<file path="src/rtl/reg_file_bypass_if.sv">
// rtl/reg_file_bypass_if.sv - write/read port bundle for reg_file_bypass
interface reg_file_bypass_if #(
    parameter int WIDTH = 64,
    parameter int AW    = 5
);
    logic             reg_write;
    logic [AW-1:0]    wr_addr;
    logic [WIDTH-1:0] wr_data;
    logic [AW-1:0]    rd_addr1;
    logic [AW-1:0]    rd_addr2;
    logic [WIDTH-1:0] rd_data1;
    logic [WIDTH-1:0] rd_data2;

    modport master (
        output reg_write, wr_addr, wr_data, rd_addr1, rd_addr2,
        input  rd_data1, rd_data2
    );

    modport slave (
        input  reg_write, wr_addr, wr_data, rd_addr1, rd_addr2,
        output rd_data1, rd_data2
    );
endinterface

</file>
<file path="src/rtl/reg_file_bypass.sv">
// rtl/reg_file_bypass.sv - register file with hardwired zero register and write-through read bypass
module reg_file_bypass #(
    parameter int WIDTH    = 64,
    parameter int NUM_REGS = 32,
    parameter int ZERO_REG = 31,
    parameter bit BYPASS   = 1'b1
) (
    input logic           clk,
    input logic           reset,
    reg_file_bypass_if.slave bus
);
    localparam int AW = $clog2(NUM_REGS);
    localparam logic [AW-1:0] ZERO_ADDR = AW'(ZERO_REG);

    logic [WIDTH-1:0] row_d;
    logic [WIDTH-1:0] row_val [NUM_REGS];
    logic [WIDTH-1:0] rd1, rd2;
    logic             bypass1, bypass2;

    assign row_d = bus.wr_data;

    for (genvar r = 0; r < NUM_REGS; r++) begin : g_row
        if (r == ZERO_REG) begin : g_zero
            assign row_val[r] = '0;
        end else begin : g_store
            logic [WIDTH-1:0] data_q;
            logic             row_en;

            // A reg_write of 0 masks any unknown wr_addr, so an X address cannot disturb a row.
            assign row_en = bus.reg_write && (bus.wr_addr == AW'(r));

            always_ff @(posedge clk or posedge reset) begin
                if (reset) begin
                    data_q <= '0;
                end else if (row_en) begin
                    data_q <= row_d;
                end
            end

            assign row_val[r] = data_q;
        end
    end

    assign bypass1 = BYPASS && bus.reg_write && (bus.wr_addr == bus.rd_addr1);
    assign bypass2 = BYPASS && bus.reg_write && (bus.wr_addr == bus.rd_addr2);

    // Zero register and reset take priority over forwarding.
    always_comb begin
        rd1 = row_val[bus.rd_addr1];
        if (reset || bus.rd_addr1 == ZERO_ADDR) begin
            rd1 = '0;
        end else if (bypass1) begin
            rd1 = bus.wr_data;
        end
    end

    always_comb begin
        rd2 = row_val[bus.rd_addr2];
        if (reset || bus.rd_addr2 == ZERO_ADDR) begin
            rd2 = '0;
        end else if (bypass2) begin
            rd2 = bus.wr_data;
        end
    end

    assign bus.rd_data1 = rd1;
    assign bus.rd_data2 = rd2;
endmodule

</file>
<file path="src/flat_wrapper.sv">
// flat-port wrapper written by rule: the top's interface ports become plain ports
module reg_file_bypass_flat 
#(
    parameter int WIDTH    = 64,
    parameter int NUM_REGS = 32,
    parameter int ZERO_REG = 31,
    parameter bit BYPASS   = 1'b1
)
  (clk, reset, bus_reg_write, bus_wr_addr, bus_wr_data, bus_rd_addr1, bus_rd_addr2, bus_rd_data1, bus_rd_data2);
  reg_file_bypass_if #(.WIDTH(WIDTH), .AW((5))) bus_i ();
  input logic clk;
  input logic reset;
  input wire logic [$bits(bus_i.reg_write)-1:0] bus_reg_write;
  input wire logic [$bits(bus_i.wr_addr)-1:0] bus_wr_addr;
  input wire logic [$bits(bus_i.wr_data)-1:0] bus_wr_data;
  input wire logic [$bits(bus_i.rd_addr1)-1:0] bus_rd_addr1;
  input wire logic [$bits(bus_i.rd_addr2)-1:0] bus_rd_addr2;
  output wire logic [$bits(bus_i.rd_data1)-1:0] bus_rd_data1;
  output wire logic [$bits(bus_i.rd_data2)-1:0] bus_rd_data2;
  assign bus_i.reg_write = bus_reg_write;
  assign bus_i.wr_addr = bus_wr_addr;
  assign bus_i.wr_data = bus_wr_data;
  assign bus_i.rd_addr1 = bus_rd_addr1;
  assign bus_i.rd_addr2 = bus_rd_addr2;
  assign bus_rd_data1 = bus_i.rd_data1;
  assign bus_rd_data2 = bus_i.rd_data2;
  reg_file_bypass #(.WIDTH(WIDTH), .NUM_REGS(NUM_REGS), .ZERO_REG(ZERO_REG), .BYPASS(BYPASS)) u_core (.clk(clk), .reset(reset), .bus(bus_i));
endmodule
</file>
<file path="config.mk">
export PLATFORM = sky130hd
export DESIGN_NAME = reg_file_bypass_flat
export DESIGN_NICKNAME = d
export VERILOG_FILES = /design/src/rtl/reg_file_bypass_if.sv /design/src/rtl/reg_file_bypass.sv /design/src/flat_wrapper.sv
export SDC_FILE = /design/constraint.sdc
export NUM_CORES = 2
export LEC_CHECK = 0
export BUFFER_PORTS_ARGS = -buffer_cell sky130_fd_sc_hd__buf_2
export CAP_MARGIN = 5
export CORE_MARGIN = 1.5
export CORE_UTILIZATION = 30
export CTS_BUF_LIST = sky130_fd_sc_hd__clkbuf_8 sky130_fd_sc_hd__clkbuf_16
export DETAILED_ROUTE_END_ITERATION = 8
export MAX_ROUTING_LAYER = met4
export SYNTH_ARGS = -nofsm -noshare
export SYNTH_HDL_FRONTEND = slang
export SYNTH_SLANG_ARGS = --single-unit
</file>
<file path="constraint.sdc">
create_clock -name clk -period 58.9 [get_ports clk]
set_input_delay 5.89 -clock clk [delete_from_list [all_inputs] [get_ports clk]]
set_output_delay 5.89 -clock clk [all_outputs]
set_load 0.05 [all_outputs]
</file>
==> run_results.csv <==
group,metric,value,unit
final_layout,multi_input_area,53700,um2
final_layout,largest_reg_flops,1984,
pwr,pwr-share-clk,0.339,
placement,gp_congestion,0.848,
timing,worst_slack,42.08,ns
global_route,gr-usage-met2,0.357,
cts,hold_buffers,0,
placement,place_area,112000,um2
global_route,grt_use_met1,0.267,
final_layout,seq_area,49600,um2
worst_setup_path,crit_slowest_cell,"buf_4",
timing,setup_violations,0,
cts,cts_buffer_depth,4,
floorplanning,die_w,600,um
detailed_routing,drt_iter0_drc,7309,
worst_setup_path,slowest_delay,0.89,ns
logic_synthesis,synth-main-ff-cell,"dfrtp_1",
logic_synthesis,ys_types,64,
logic_synthesis,synthXorXnorAreaFrac,0.000820,
timing,final.setup_skew,0,ns
detailed_routing,vias,72300,
final_layout,layout-drive-gt1-share,0.478,
detailed_routing,vias_per_cell,5.98,
logic_synthesis,synthesis.nets,7440,
timing,period_share,0.286,
timing,hold_viol,0,
cts,cts_setup_buffers,0,
final_layout,area_growth,11.5,%
global_route,grt_pass1_wl,567,mm
outcome,status,"finished, final reports clean",
timing,tightest_slew,1.37,ns
logic_synthesis,synth-edff-count,0,
worst_setup_path,cp.arrival,10.93,ns
pwr,seqPwrFrac,0.451,
hold_path,hold_class,"reg2reg",
floorplanning,start_util,0.302,
worst_setup_path,endpoint_kind,"primary output",
global_route,top_usage_layer,"met2",
detailed_routing,final_antenna_net_count,0,
timing,timing.setup.tns,0,ns
cts,clk_latency,0.91,ns
timing,maxSlewViolCount,0,
worst_setup_path,critPathBufInv,5,
floorplanning,boundaryPins,210,
timing,rsz0062_at_grt,"false",
pwr,power_density,34.1,nW/um2
floorplanning,rows,218,
pwr,combPwrFrac,0.210,
worst_setup_path,crit_top_cell,"buf_4",
cts,path_clk_slew,0.06,ns
cts,cts-resized-gates,0,
placement,portBuffers,209,
logic_synthesis,synthMuxAreaShare,0.425,
floorplanning,die_y,600,um
logic_synthesis,netlist_instances,7358,
logic_synthesis,synth_top_family_by_area,"multiplexers",
final_layout,nNetsFinal,7249,
final_layout,finalInstanceArea,119000,um2
global_route,grt_use_total,0.224,
placement,dp_hpwl,233,mm
logic_synthesis,yosys_warnings,0,
global_route,grt_pass1_vias,74500,
cts,cts.sinks,1984,
cts,cts-root-buf,"clkbuf_16",
worst_setup_path,cp_cell_sequence,"buf_8, buf_4, buf_4, buf_4, mux2i_1, a221oi_1, o21ai_0, a31oi_1, buf_2",
final_layout,final_cell_mix,"dfrtp_1, mux2_2, mux4_2",
worst_setup_path,cp.depth,9,
placement,dp.cells,11700,
hold_path,holdPathStages,1,
cts,cts_buffers,212,
detailed_routing,dr.pass1.iters,6,
pwr,total_power,0.00406,W
logic_synthesis,syn_area_per_cell,14.5,um2
worst_setup_path,crit_family,"buffers and inverters",
global_route,overflow,0,
final_layout,fill_cells,34200,
logic_synthesis,synthArstFlopShare,1.00,
global_route,grt_max_degree,191,
worst_setup_path,cp-start-kind,"primary input",
logic_synthesis,synth_compound_area_frac,0.0534,
final_layout,final_cells,12100,
global_route,grtUsageMet3,0.0428,
floorplanning,dieArea,360000,um2
detailed_routing,wire_per_inst,32.9,um
flow_run,max-cap-violations,0,
cts,htree_levels,4,
global_route,antenna_found_initial,57,
timing,slew_headroom,0.0854,
worst_setup_path,rr_worst_depth,1,
logic_synthesis,ys_seq_area_frac,0.465,
timing,min_period,16.82,ns
logic_synthesis,yosys.area_share.adder,0,
pwr,internal-power,0.00289,W
detailed_routing,drc,0,
pwr,p_leak,51.1,nW
detailed_routing,totalWireLength,399,mm
logic_synthesis,synthSimpleGateAreaFrac,0.0201,
logic_synthesis,ys_ff_latch,1984,
final_layout,reg_top3,"u_core.g_row.g_store.data_q (1984)",
final_layout,final_common_cell,"dfrtp_1",
pwr,vdd_drop_max,0.0000252,V
logic_synthesis,syn_area,107000,um2
worst_setup_path,cp.required,53.01,ns
worst_setup_path,critical_path_class,"in2out",
timing,max_freq,0.0594,GHz
cts,cts_tree,"built",
worst_setup_path,path_max_fanout,82,
placement,pre_cts_slack,42.19,ns
pwr,swShare,0.288,
pwr,power_switching,0.00117,W
floorplanning,core_area,353000,um2
final_layout,regMostFlops,"u_core.g_row.g_store.data_q",
routing by layer:
metal,wire length (um),share of wire
met1,152000,0.38
met2,191000,0.48
met3,31100,0.078
met4,24600,0.062
met5,0,0
cells in the mapped netlist (4+ instances only):
cell / instances / area share
o221a_2: 5 / 0.00053
mux2i_1: 425 / 0.040
a32o_1: 27 / 0.0025
buf_4: 53 / 0.0037
a22oi_1: 113 / 0.0079
a221o_1: 7 / 0.00066
a21oi_1: 130 / 0.0061
o2bb2ai_1: 12 / 0.00098
nor3_1: 11 / 0.00052
mux4_2: 808 / 0.17
o22ai_1: 131 / 0.0077
a211oi_1: 21 / 0.0015
a2111oi_0: 9 / 0.00074
a221oi_1: 28 / 0.0023
buf_8: 4 / 0.00056
o2111ai_1: 4 / 0.00033
nand3_1: 47 / 0.0022
o221ai_1: 46 / 0.0038
a22o_1: 52 / 0.0043
mux2_2: 1879 / 0.20
nor2b_1: 33 / 0.0019
mux4_1: 21 / 0.0052
nor2_1: 113 / 0.0040
o211ai_1: 51 / 0.0036
clkbuf_1: 348 / 0.012
xor2_1: 8 / 0.00066
o21ai_0: 164 / 0.0077
buf_1: 72 / 0.0025
dfrtp_1: 1984 / 0.46
a31oi_1: 27 / 0.0016
or4_1: 10 / 0.00070
a2111oi_1: 4 / 0.00037
nor4_1: 9 / 0.00053
mux2_1: 106 / 0.011
inv_1: 13 / 0.00046
nand2_1: 193 / 0.0068
buf_2: 297 / 0.014
nand2b_1: 17 / 0.0010
and2_1: 9 / 0.00053
buf_6: 24 / 0.0025
nand4_1: 4 / 0.00023
final timing paths:
kind / start / to / slack (ns)
worst max-delay path: bus_rd_addr1[1] / bus_rd_data1[33] / 42.08
worst min-delay path: u_core.g_row[2].g_store.data_q[19] / u_core.g_row[2].g_store.data_q[19] / 0.51
worst max register to register: u_core.g_row[3].g_store.data_q[3] / u_core.g_row[3].g_store.data_q[3] / 58.07
worst min register to register: u_core.g_row[2].g_store.data_q[19] / u_core.g_row[2].g_store.data_q[19] / 0.51
max in group asynchronous: reset / u_core.g_row[24].g_store.data_q[38] / 49.16
min in group asynchronous: reset / u_core.g_row[18].g_store.data_q[40] / 5.43
area by class of cell:
type / instances / area share
multi-input combinational: 4560 / 0.451
sequential: 1984 / 0.417
clock buffer: 268 / 0.0510
tap: 4730 / 0.0497
timing repair buffer: 396 / 0.0218
clock inverter: 110 / 0.00826
antenna: 44 / 0.000924
inverter: 13 / 0.000441
kinds of logic (layout without fill, tap and decap cells):
family	count (synthesis)	after routing
flip-flops	1984	1984
AO/OA/AOI/OAI	842	842
other	0	44
AND/OR/NAND/NOR	468	468
multiplexers	3240	3240
XOR/XNOR	10	10
buffers and inverters	814	787
power groups by stage:
stage	Combinational, W	Clock, W	Sequential (W)
2_1_floorplan	0.000669	0	0.00179
3_5_place_dp	0.000850	0	0.00185
4_1_cts	0.000853	0.00139	0.00182
3_3_place_gp	0.000830	0	0.00182
5_1_grt	0.000904	0.00145	0.00186
6_report	0.000852	0.00138	0.00183
per-stage QoR:
step | hold WS [ns] | utilization
2_1_floorplan | 0.470 | -
3_3_place_gp | 0.480 | 0.317
3_5_place_dp | 0.497 | 0.317
4_1_cts | 0.511 | 0.337
5_1_grt | 0.532 | 0.337
6_report | 0.509 | 0.337
Power figures use the tool's default switching activity.
